**config.mk**
```make
export PLATFORM = sky130hd
export DESIGN_NAME = wb_port_arbiter
export DESIGN_NICKNAME = d
export VERILOG_FILES = /design/src/rtl/mach_v_pkg.sv /design/src/rtl/wb_pend_fifo.sv /design/src/rtl/wb_port_arbiter.sv
export SDC_FILE = /design/constraint.sdc
export NUM_CORES = 1
export LEC_CHECK = 0
export BUFFER_PORTS_ARGS = -buffer_cell sky130_fd_sc_hd__clkbuf_2
export CORE_ASPECT_RATIO = 0.8
export CORE_UTILIZATION = 56
export DETAILED_ROUTE_END_ITERATION = 12
export HOLD_SLACK_MARGIN = 0.12
export PLACE_DENSITY = 0.8
export SLEW_MARGIN = 10
export SYNTH_ARGS = -nofsm -noshare
export SYNTH_HDL_FRONTEND = slang
export SYNTH_SLANG_ARGS = --single-unit
```
**constraint.sdc**
```tcl
create_clock -name CLK -period 2.97 [get_ports CLK]
set_input_delay 0.297 -clock CLK [delete_from_list [all_inputs] [get_ports CLK]]
set_output_delay 0.297 -clock CLK [all_outputs]
set_load 0.05 [all_outputs]
```
**src/rtl/mach_v_pkg.sv**
```systemverilog
// Shared core constants for the writeback path: register-file geometry and
// the starvation FSM state encoding.
package mach_v_pkg;
    localparam int XLEN       = 32;
    localparam int REG_ADDR_W = 5;
    localparam logic [REG_ADDR_W-1:0] ZERO_REG = '0;

    typedef enum logic [1:0] {
        ST_IDLE,
        ST_WAIT,
        ST_REQ
    } starve_state_e;
endpackage

```
**src/rtl/wb_pend_fifo.sv**
```systemverilog
// Pending MCycle result FIFO: {rd,data} entries with per-entry valid bits and
// a 3-way combinational rd match used for hazard detection.
module wb_pend_fifo
    import mach_v_pkg::*;
#(
    parameter  int XLEN  = 32,
    parameter  int DEPTH = 4,
    localparam int AW    = $clog2(DEPTH),
    localparam int CW    = AW + 1
) (
    input  logic                       CLK,
    input  logic                       RESET,
    input  logic                       push,
    input  logic [REG_ADDR_W-1:0]      push_rd,
    input  logic [XLEN-1:0]            push_data,
    input  logic                       pop,
    output logic [REG_ADDR_W-1:0]      head_rd,
    output logic [XLEN-1:0]            head_data,
    output logic                       full,
    output logic                       empty,
    output logic [CW-1:0]              count,
    input  logic [2:0][REG_ADDR_W-1:0] query,
    output logic [2:0]                 hit
);
    logic [DEPTH-1:0][REG_ADDR_W-1:0] rd_mem;
    logic [DEPTH-1:0][XLEN-1:0]       data_mem;
    logic [DEPTH-1:0]                 vld;
    logic [AW-1:0]                    wptr, rptr;
    logic [CW-1:0]                    cnt;

    // Pointers wrap naturally because DEPTH is a power of two.
    always_ff @(posedge CLK) begin
        if (RESET) begin
            wptr <= '0;
            rptr <= '0;
            cnt  <= '0;
            vld  <= '0;
        end else begin
            if (pop) begin
                vld[rptr] <= 1'b0;
                rptr      <= rptr + AW'(1);
            end
            if (push) begin
                rd_mem[wptr]   <= push_rd;
                data_mem[wptr] <= push_data;
                vld[wptr]      <= 1'b1;
                wptr           <= wptr + AW'(1);
            end
            cnt <= cnt + CW'(push) - CW'(pop);
        end
    end

    assign head_rd   = rd_mem[rptr];
    assign head_data = data_mem[rptr];
    assign full      = (cnt == CW'(DEPTH));
    assign empty     = (cnt == '0);
    assign count     = cnt;

    always_comb begin
        hit = '0;
        for (int q = 0; q < 3; q++)
            for (int e = 0; e < DEPTH; e++)
                if (vld[e] && (rd_mem[e] == query[q]))
                    hit[q] = 1'b1;
    end
endmodule

```
**src/rtl/wb_port_arbiter.sv**
```systemverilog
// Register-file write port arbiter: W stage has fixed priority, buffered MCycle
// results drain into idle W slots, with pending-rd hazard flags and starvation bubble request.
module wb_port_arbiter
    import mach_v_pkg::*;
#(
    parameter  int XLEN         = 32,
    parameter  int DEPTH        = 4,
    parameter  int STARVE_LIMIT = 8,
    localparam int CW           = $clog2(DEPTH) + 1,
    localparam int SW           = $clog2(STARVE_LIMIT + 1)
) (
    input  logic                  CLK,
    input  logic                  RESET,
    input  logic                  RegWriteW,
    input  logic [REG_ADDR_W-1:0] rdW,
    input  logic [XLEN-1:0]       ResultW,
    input  logic                  McValid,
    input  logic [REG_ADDR_W-1:0] McRd,
    input  logic [XLEN-1:0]       McResult,
    output logic                  McReady,
    input  logic [REG_ADDR_W-1:0] QueryRs1,
    input  logic [REG_ADDR_W-1:0] QueryRs2,
    input  logic [REG_ADDR_W-1:0] QueryRd,
    output logic [2:0]            PendHit,
    output logic                  RFWE,
    output logic [REG_ADDR_W-1:0] RFWA,
    output logic [XLEN-1:0]       RFWD,
    output logic                  BubbleReq,
    output logic [CW-1:0]         PendCount
);
    logic                       w_busy, push, pop;
    logic                       full, empty;
    logic [REG_ADDR_W-1:0]      head_rd;
    logic [XLEN-1:0]            head_data;
    logic [CW-1:0]              fifo_cnt;
    logic [2:0][REG_ADDR_W-1:0] query;
    logic [2:0]                 fifo_hit;
    logic [SW-1:0]              starve_cnt;
    starve_state_e              state, state_nxt;

    assign w_busy = RegWriteW && (rdW != ZERO_REG);
    // Writes to x0 still complete the handshake but are never enqueued.
    assign push   = !RESET && McValid && !full && (McRd != ZERO_REG);
    assign pop    = !RESET && !w_busy && !empty;
    assign query  = {QueryRd, QueryRs2, QueryRs1};

    wb_pend_fifo #(.XLEN(XLEN), .DEPTH(DEPTH)) u_fifo (
        .CLK       (CLK),
        .RESET     (RESET),
        .push      (push),
        .push_rd   (McRd),
        .push_data (McResult),
        .pop       (pop),
        .head_rd   (head_rd),
        .head_data (head_data),
        .full      (full),
        .empty     (empty),
        .count     (fifo_cnt),
        .query     (query),
        .hit       (fifo_hit)
    );

    always_comb begin
        RFWE = 1'b0;
        RFWA = '0;
        RFWD = '0;
        if (RESET) begin
            RFWE = 1'b0;
        end else if (w_busy) begin
            RFWE = 1'b1;
            RFWA = rdW;
            RFWD = ResultW;
        end else if (!empty) begin
            RFWE = 1'b1;
            RFWA = head_rd;
            RFWD = head_data;
        end
    end

    // An in-flight MCycle result is as much a hazard as a queued one.
    always_comb begin
        PendHit = '0;
        for (int i = 0; i < 3; i++)
            PendHit[i] = !RESET && (query[i] != ZERO_REG) &&
                         (fifo_hit[i] || (McValid && (McRd == query[i])));
    end

    assign McReady   = !RESET && !full;
    assign PendCount = RESET ? '0 : fifo_cnt;
    assign BubbleReq = !RESET && (state == ST_REQ);

    always_ff @(posedge CLK) begin
        if (RESET || empty || pop)
            starve_cnt <= '0;
        else if (starve_cnt != SW'(STARVE_LIMIT))
            starve_cnt <= starve_cnt + SW'(1);
    end

    always_ff @(posedge CLK) begin
        if (RESET) state <= ST_IDLE;
        else       state <= state_nxt;
    end

    always_comb begin
        state_nxt = state;
        case (state)
            ST_REQ: begin
                if (pop) state_nxt = ST_IDLE;
            end
            default: begin
                if (!pop && (starve_cnt == SW'(STARVE_LIMIT)))
                    state_nxt = ST_REQ;
                else if (!empty && !pop)
                    state_nxt = ST_WAIT;
                else
                    state_nxt = ST_IDLE;
            end
        endcase
    end
endmodule

```
==> results_dict.tcl, run 1 <==
set metrics [dict create \
    leakage_uw 0.00356 \
    final.setup_skew_ns 0.0125 \
    finish.net_count 765 \
    setup.worst_path.end_class "output pin" \
    global_router_s_overall_resource_usage 0.279 \
    dieWidth_um 132 \
    cpPeakStageDelay_ns 0.56 \
    critical_path.max_fanout 6 \
    antenna_left 0 \
    final_setup_violation_count 0 \
    setup-tns-final_ns 0 \
    netlist-cell-type-count 37 \
    yosys.area_share.simple 0.0549 \
    synth_area_per_cell_sq_um 15.6 \
    synth-compound-area-share 0.0608 \
    synth-adder-area-share 0.0207 \
    run_status "finished clean" \
    synth.most_common_cell "edfxtp_1" \
    ios 139 \
    data_required_time_of_the_critical_path_ns 2.67 \
    synthTopCellsByArea "edfxtp_1 (58%), mux4_2 (11%), xor2_1 (7.1%)" \
    worstMarginPinSlew_ns 0.609 \
    critical_path.cell_chain "clkbuf_2 > or4_1 > o21a_1 > buf_4 > nor2_2 > buf_4 > a22oi_1 > nor2_1 > clkbuf_2" \
    min_period_ns 2.71 \
    detail_route.iter0.violations 390 \
    hpwlAfterDp_mm 12.6 \
    grt_max_degree 29 \
    power-per-cell-area_mw_per_mm2 702 \
    nFillCells 829 \
    die_height_um 106 \
    worst_path_dominant_cell_family "simple AND/OR/NAND/NOR gates" \
    path_depth 9 \
    per_cell_routed_wire_length_um 22.1 \
    tritoncts_num_sinks 165 \
    worstHoldPathType "in2reg" \
    port_buffers 138 \
    globalRoute.totalOverflow 0 \
    dr_total_vias 5043 \
    grt_setup_unrepaired "no" \
    report.final.slew_viol_count 0 \
    grt_antenna_before_repair 1 \
    first_pass_iters 4 \
    synth-xor-area-share 0.0943 \
    maximum_level_of_the_cts_h_tree 4 \
    wire_length_of_the_first_global_routing_pass_mm 28.6 \
    relSlewSlack 0.594 \
    type_of_origin_of_the_critical_path "primary input" \
    async_flop_share 0 \
    syn_to_final_growth_pct 25.2 \
    drv.max_cap_violation_count 0 \
    cts.root.buffer_cell "clkbuf_16" \
    cts_tree "yes" \
    yosys_warnings 0 \
    hold-path-endpoint "u_fifo.data_mem[39]$_DFFE_PP_" \
    initial_core_util 0.583 \
    timing.reg2reg.setup_slack_ns 0.73 \
    edff_count_synth 148 \
    critical_path_arrival_ns 2.41 \
    critical-path-slowest-cell "or4_1" \
    drcViolationCount 0 \
    rr_startpoint "u_fifo.count[2]$_SDFF_PP0_" \
    synth_top_cell_by_area "edfxtp_1" \
    rows 37 \
    crit_path_buffers_inverters 4 \
    fp.coreArea_sq_mm 0.0131 \
    vdd.ir_drop.worst_mv 0.524 \
    postSynthCellCount 488 \
    synth.top_cells.by_count "edfxtp_1 (148), xor2_1 (62), mux4_2 (37)" \
    min-delay-start "McResult[7]" \
    worst_skew_pair.late_latency_ns 0.42 \
    cts_buffers 17 \
    synth_top_cell_area_share 0.584 \
    synth_seq_area_share 0.628 \
    ys.flop_type "edfxtp_1" \
    finalCritPeriodShare 0.912 \
    postSynthRegisterBits 165 \
    report.final.hold_viol_count 0 \
    drt-total-wl_mm 18.8 \
    floorplan.die_area_sq_mm 0.0141 \
    via_per_inst 5.94 \
    timing_worst_setup_path_type "in2out" \
    synth_area_sq_mm 0.00761 \
    r2r-end "u_fifo.count[2]$_SDFF_PP0_" \
    mux_cell_area_share_after_synthesis 0.111 \
    post_route_cells_drive_above_1_share 0.351 \
    reg2reg_depth 10 \
    final_util 0.730 \
    post_cts_resize_count 0 \
    clock_tree.buffer_depth 2 \
    combinational_family_with_the_most_area_after_synthesis "multiplexers" \
    finalWeightedCongestion 1.04 \
    grt_pass1_vias 5150 \
    synth_nets 593 \
    hold-path-cell-count 1 \
    clk_pin_slew_ns 0.06 \
    clock.fmax_mhz 369 \
]
sequential cells by signal, indices dropped and copies added (netlist names):
name and flops:
u_fifo.rptr 2, u_fifo.count 3, u_fifo.rd_mem 20, u_fifo.wptr 2, starve_cnt 4, state 2
u_fifo.data_mem 128, u_fifo.vld 4
power breakdown:
group	internal [uW]	switching (uW)	leakage, uW	total, uW
Combinational	734	1000	0.00178	1730
Clock	1210	991	0.000291	2200
Sequential	2650	108	0.00148	2760
Total	4590	2100	0.00356	6690
final cells by class:
cell class	count	area, sq um	share of cell area
antenna	1	2.50	0.000263
timing repair buffer	188	1250	0.131
sequential	165	4790	0.502
clock inverter	15	188	0.0197
multi-input combinational	273	2610	0.273
tap	175	219	0.0230
clock buffer	17	425	0.0446
inverter	15	56.3	0.00591
layout by cell type (no fill, tap or decap), types with 2 or more instances in the layout:
cell type	synthesis	routed
dfxtp_2	0	2
edfxtp_1	148	148
nor4_1	15	15
inv_1	15	11
clkinvlp_4	0	2
clkbuf_16	0	17
nor2b_1	5	4
dfxtp_1	17	15
mux4_2	37	37
nand2_1	9	9
nand2b_1	3	3
o21ai_0	4	4
inv_6	0	3
o21bai_1	3	3
clkinv_8	0	4
clkbuf_2	0	136
or4_1	4	4
xnor2_1	20	20
dlygate4sd3_1	0	31
clkinv_4	0	2
a31oi_1	9	9
a22o_1	26	26
inv_8	0	3
nor2_1	26	26
buf_4	0	13
ha_1	11	11
nand3_1	4	4
a22oi_1	11	11
a21oi_1	6	5
and3_1	6	6
inv_2	0	4
buf_12	0	8
xor2_1	62	62
metal layers:
metal | GRT usage | vias up | part of all wire
met5 | 0 | - | 0
met4 | 0.109 | 0 | 0.024
met3 | 0.0544 | 38 | 0.067
met2 | 0.462 | 238 | 0.50
met1 | 0.368 | 2543 | 0.41
li1 | - | 2224 | -
worst max path at each step:
| stage | endpoint | from | slack (ns) |
|---|---|---|---|
| finish | RFWD[3] | rdW[0] | 0.26 |
| global route | RFWD[21] | rdW[0] | 0.16 |
| CTS | RFWD[21] | rdW[0] | 0.29 |
| detailed placement | RFWD[14] | rdW[0] | 0.29 |
| global placement | RFWD[3] | rdW[0] | 0.35 |
| floorplan | u_fifo.data_mem[0]$_DFFE_PP_ | RESET | 0.26 |
cells by family (layout without fill, tap and decap cells):
logic type | after synthesis | count (layout)
XOR/XNOR | 82 | 82
multiplexers | 38 | 38
adder cells (fa/ha/maj) | 12 | 12
flip-flops | 165 | 165
AO/OA/AOI/OAI | 62 | 62
other | 0 | 1
AND/OR/NAND/NOR | 79 | 79
buffers and inverters | 50 | 235
through the flow:
stage / total power [uW] / cell area, sq um / std cells / hold slack, ns / setup slack (ns)
after floorplan: 4000 / 7620 / 488 / 0.396 / 0.258
after global placement: 4460 / 8610 / 785 / 0.501 / 0.347
after detailed placement: 4500 / 8610 / 785 / 0.509 / 0.292
after CTS: 6710 / 9530 / 848 / 0.127 / 0.290
after global routing: 6920 / 9530 / 849 / 0.124 / 0.155
final: 6690 / 9530 / 849 / 0.138 / 0.260
worst reg2reg max path, cell delays in order, from the launching register on:
cell and delay (ns):
dfxtp_1 0.41, nor3_1 0.13, nor2_1 0.28, nand2b_1 0.19, nand2_1 0.10, nand2_1 0.06
ha_1 0.22, fa_1 0.38, xnor2_1 0.18, xnor2_1 0.13, nor2_1 0.05
timing repair:
item	CTS	global route
hold endpoints to repair	124	0
buffers inserted	0	0
hold buffers	31	0
No activity file was read; power rests on OpenSTA's default activity.
==> inputs of run 2 (changes only) <==
--- a/config.mk
+++ b/config.mk
@@ -8,9 +8,11 @@
 export BUFFER_PORTS_ARGS = -buffer_cell sky130_fd_sc_hd__clkbuf_2
 export CORE_ASPECT_RATIO = 0.8
 export CORE_UTILIZATION = 56
+export CTS_CLUSTER_SIZE = 40
 export DETAILED_ROUTE_END_ITERATION = 12
 export HOLD_SLACK_MARGIN = 0.12
 export PLACE_DENSITY = 0.8
+export REMOVE_ABC_BUFFERS = 1
 export SLEW_MARGIN = 10
 export SYNTH_ARGS = -nofsm -noshare
 export SYNTH_HDL_FRONTEND = slang
==> results_dict.tcl, run 2 (synthesis gave the netlist of run 1 again) <==
set metrics [dict create \
    finish.net_count 762 \
    critical_path.max_fanout 19 \
    detail_route.iter0.violations 422 \
    antenna_cells_inserted 0 \
    grt_max_degree 42 \
    wire_length_of_the_first_global_routing_pass_mm 28.2 \
    power.net_switching_uw 1990 \
    post_route_cells_drive_above_1_share 0.341 \
    final_setup_violation_count 0 \
    worst_skew_pair.late_latency_ns 0.42 \
    rows 37 \
    fp.coreArea_sq_mm 0.0131 \
    detailedPlace.worstSlack_ns 0.296 \
    largest_registers "u_fifo.data_mem (128), u_fifo.rd_mem (20)" \
    top_register "u_fifo.data_mem" \
    antenna_left 0 \
    grt_setup_unrepaired "no" \
    initial_core_util 0.583 \
    share_clk_of_total_power 0.325 \
    dp.cells 781 \
    final.setup_skew_ns 0.00708 \
    power.combinational.fraction 0.258 \
    grt_pass1_vias 5057 \
    dr_total_vias 4956 \
    globalRoute.totalOverflow 0 \
    maximum_level_of_the_cts_h_tree 4 \
    hold-path-endpoint "u_fifo.rd_mem[2]$_DFFE_PP_" \
    grt_antenna_before_repair 0 \
    cts.root.buffer_cell "clkbuf_16" \
    layout_commonest_cell "edfxtp_1" \
    per_cell_routed_wire_length_um 21.2 \
    hpwlAfterDp_mm 11.8 \
    post_cts_resize_count 0 \
    vdd.ir_drop.worst_mv 0.551 \
    critical_path_arrival_ns 2.38 \
    clock.fmax_mhz 373 \
    intPower_uw 4600 \
    r2r-end "u_fifo.count[2]$_SDFF_PP0_" \
    power-per-cell-area_mw_per_mm2 700 \
    reg2reg_depth 9 \
    hold-path-cell-count 1 \
    timing.reg2reg.setup_slack_ns 0.71 \
    setup_slack_ns 0.292 \
    dieWidth_um 132 \
    report.final.hold_viol_count 0 \
    drt-total-wl_mm 17.9 \
    worstMarginPinSlew_ns 1.07 \
    fin_worst_hold_slack_ns 0.284 \
    clock_tree.buffer_depth 2 \
    port_buffers 138 \
    final_cell_count_no_fill 844 \
    postPlaceCellArea_sq_mm 0.00851 \
    power.sequential.fraction 0.417 \
    netSwitchingFraction 0.302 \
    relSlewSlack 0.284 \
    worstHoldPathType "in2reg" \
    drcViolationCount 0 \
    drv.max_cap_violation_count 0 \
    leakage_uw 0.00351 \
    floorplan.die_area_sq_mm 0.0141 \
    die_height_um 106 \
    syn_to_final_growth_pct 23.5 \
    finalCritPeriodShare 0.902 \
    min-delay-start "McRd[2]" \
    rr_startpoint "u_fifo.count[1]$_SDFF_PP0_" \
    clk_pin_slew_ns 0.06 \
    timing_worst_setup_path_type "in2out" \
    finalWeightedCongestion 0.915 \
    global_router_s_overall_resource_usage 0.274 \
    layout.cells.most_common_list "edfxtp_1 (148), clkbuf_2 (138), xor2_1 (62)" \
    largest_reg_flops 128 \
    cts_buffers 17 \
    data_required_time_of_the_critical_path_ns 2.67 \
    post-cts-setup-buffers 0 \
    cts_tree "yes" \
    min_period_ns 2.68 \
    setup.worst_path.end_class "output pin" \
    run_status "finished clean" \
    tritoncts_num_sinks 165 \
    via_per_inst 5.87 \
    report.final.slew_viol_count 0 \
    finalInstanceArea_sq_mm 0.00940 \
    first_pass_iters 5 \
    ios 139 \
    type_of_origin_of_the_critical_path "primary input" \
]
==> run 2: cell count changes in the layout (fill, tap and decap cells not counted), sizes merged <==
cell,change
buf,-6
bufinv,+1
clkbuf,+2
clkinv,-1
diode,-1
dlygate4sd3,+1
inv,-1
==> run 2: worst max path at each step <==
stage,start,end,slack (ns)
after CTS,rdW[1],RFWD[16],0.29
after detailed placement,rdW[1],RFWD[16],0.30
after global routing,rdW[0],RFWD[1],0.14
after global placement,rdW[1],RFWD[11],0.37
after floorplan,u_fifo.rptr[0]$_SDFFE_PP0P_,RFWA[1],-0.26
final,rdW[1],RFWD[1],0.29
==> run 2: worst max-delay path, stage by stage <==
cell	delay (ns)
clkbuf_2	0.10
or4_1	0.10
o21a_1	0.21
nor2b_2	0.90
buf_4	0.31
a22o_1	0.17
clkbuf_2	0.28
==> run 2: area by class of cell <==
type | count | area [sq um]
Clock buffer | 17 | 425
Clock inverter | 14 | 150
Fill cell | 843 | 3650
Inverter | 15 | 56.3
Multi-Input combinational cell | 273 | 2600
Sequential cell | 165 | 4790
Tap cell | 175 | 219
Timing Repair Buffer | 185 | 1160
==> run 2: timing repair <==
action | CTS | global route
hold endpoints to repair | 128 | 0
hold buffers | 32 | 0
endpoints found under the setup margin | 0 | 0
==> run 2: per-layer routing <==
metal  part of all wire  track usage  vias to the layer above
met2               0.49        0.439                      242
met4             0.0083       0.0739                        0
li1                   -            -                     2204
met1               0.43        0.379                     2489
met5                  0            0                        -
met3              0.073       0.0668                       21
==> run 2: power by group through the flow <==
stage	Combinational (uW)	Clock, uW	Sequential [uW]
global placement	1640	0	2780
finish	1700	2140	2750
global route	1820	2270	2750
floorplan	1080	0	2870
detailed placement	1660	0	2790
CTS	1710	2180	2740
==> run 2: through the flow <==
| step | utilization | TNS (ns) | total power (uW) |
|---|---|---|---|
| after floorplan | - | -4.85 | 3950 |
| after global placement | 0.652 | 0 | 4420 |
| after detailed placement | 0.652 | 0 | 4460 |
| after CTS | 0.720 | 0 | 6630 |
| after global routing | 0.720 | 0 | 6850 |
| final | 0.720 | 0 | 6580 |
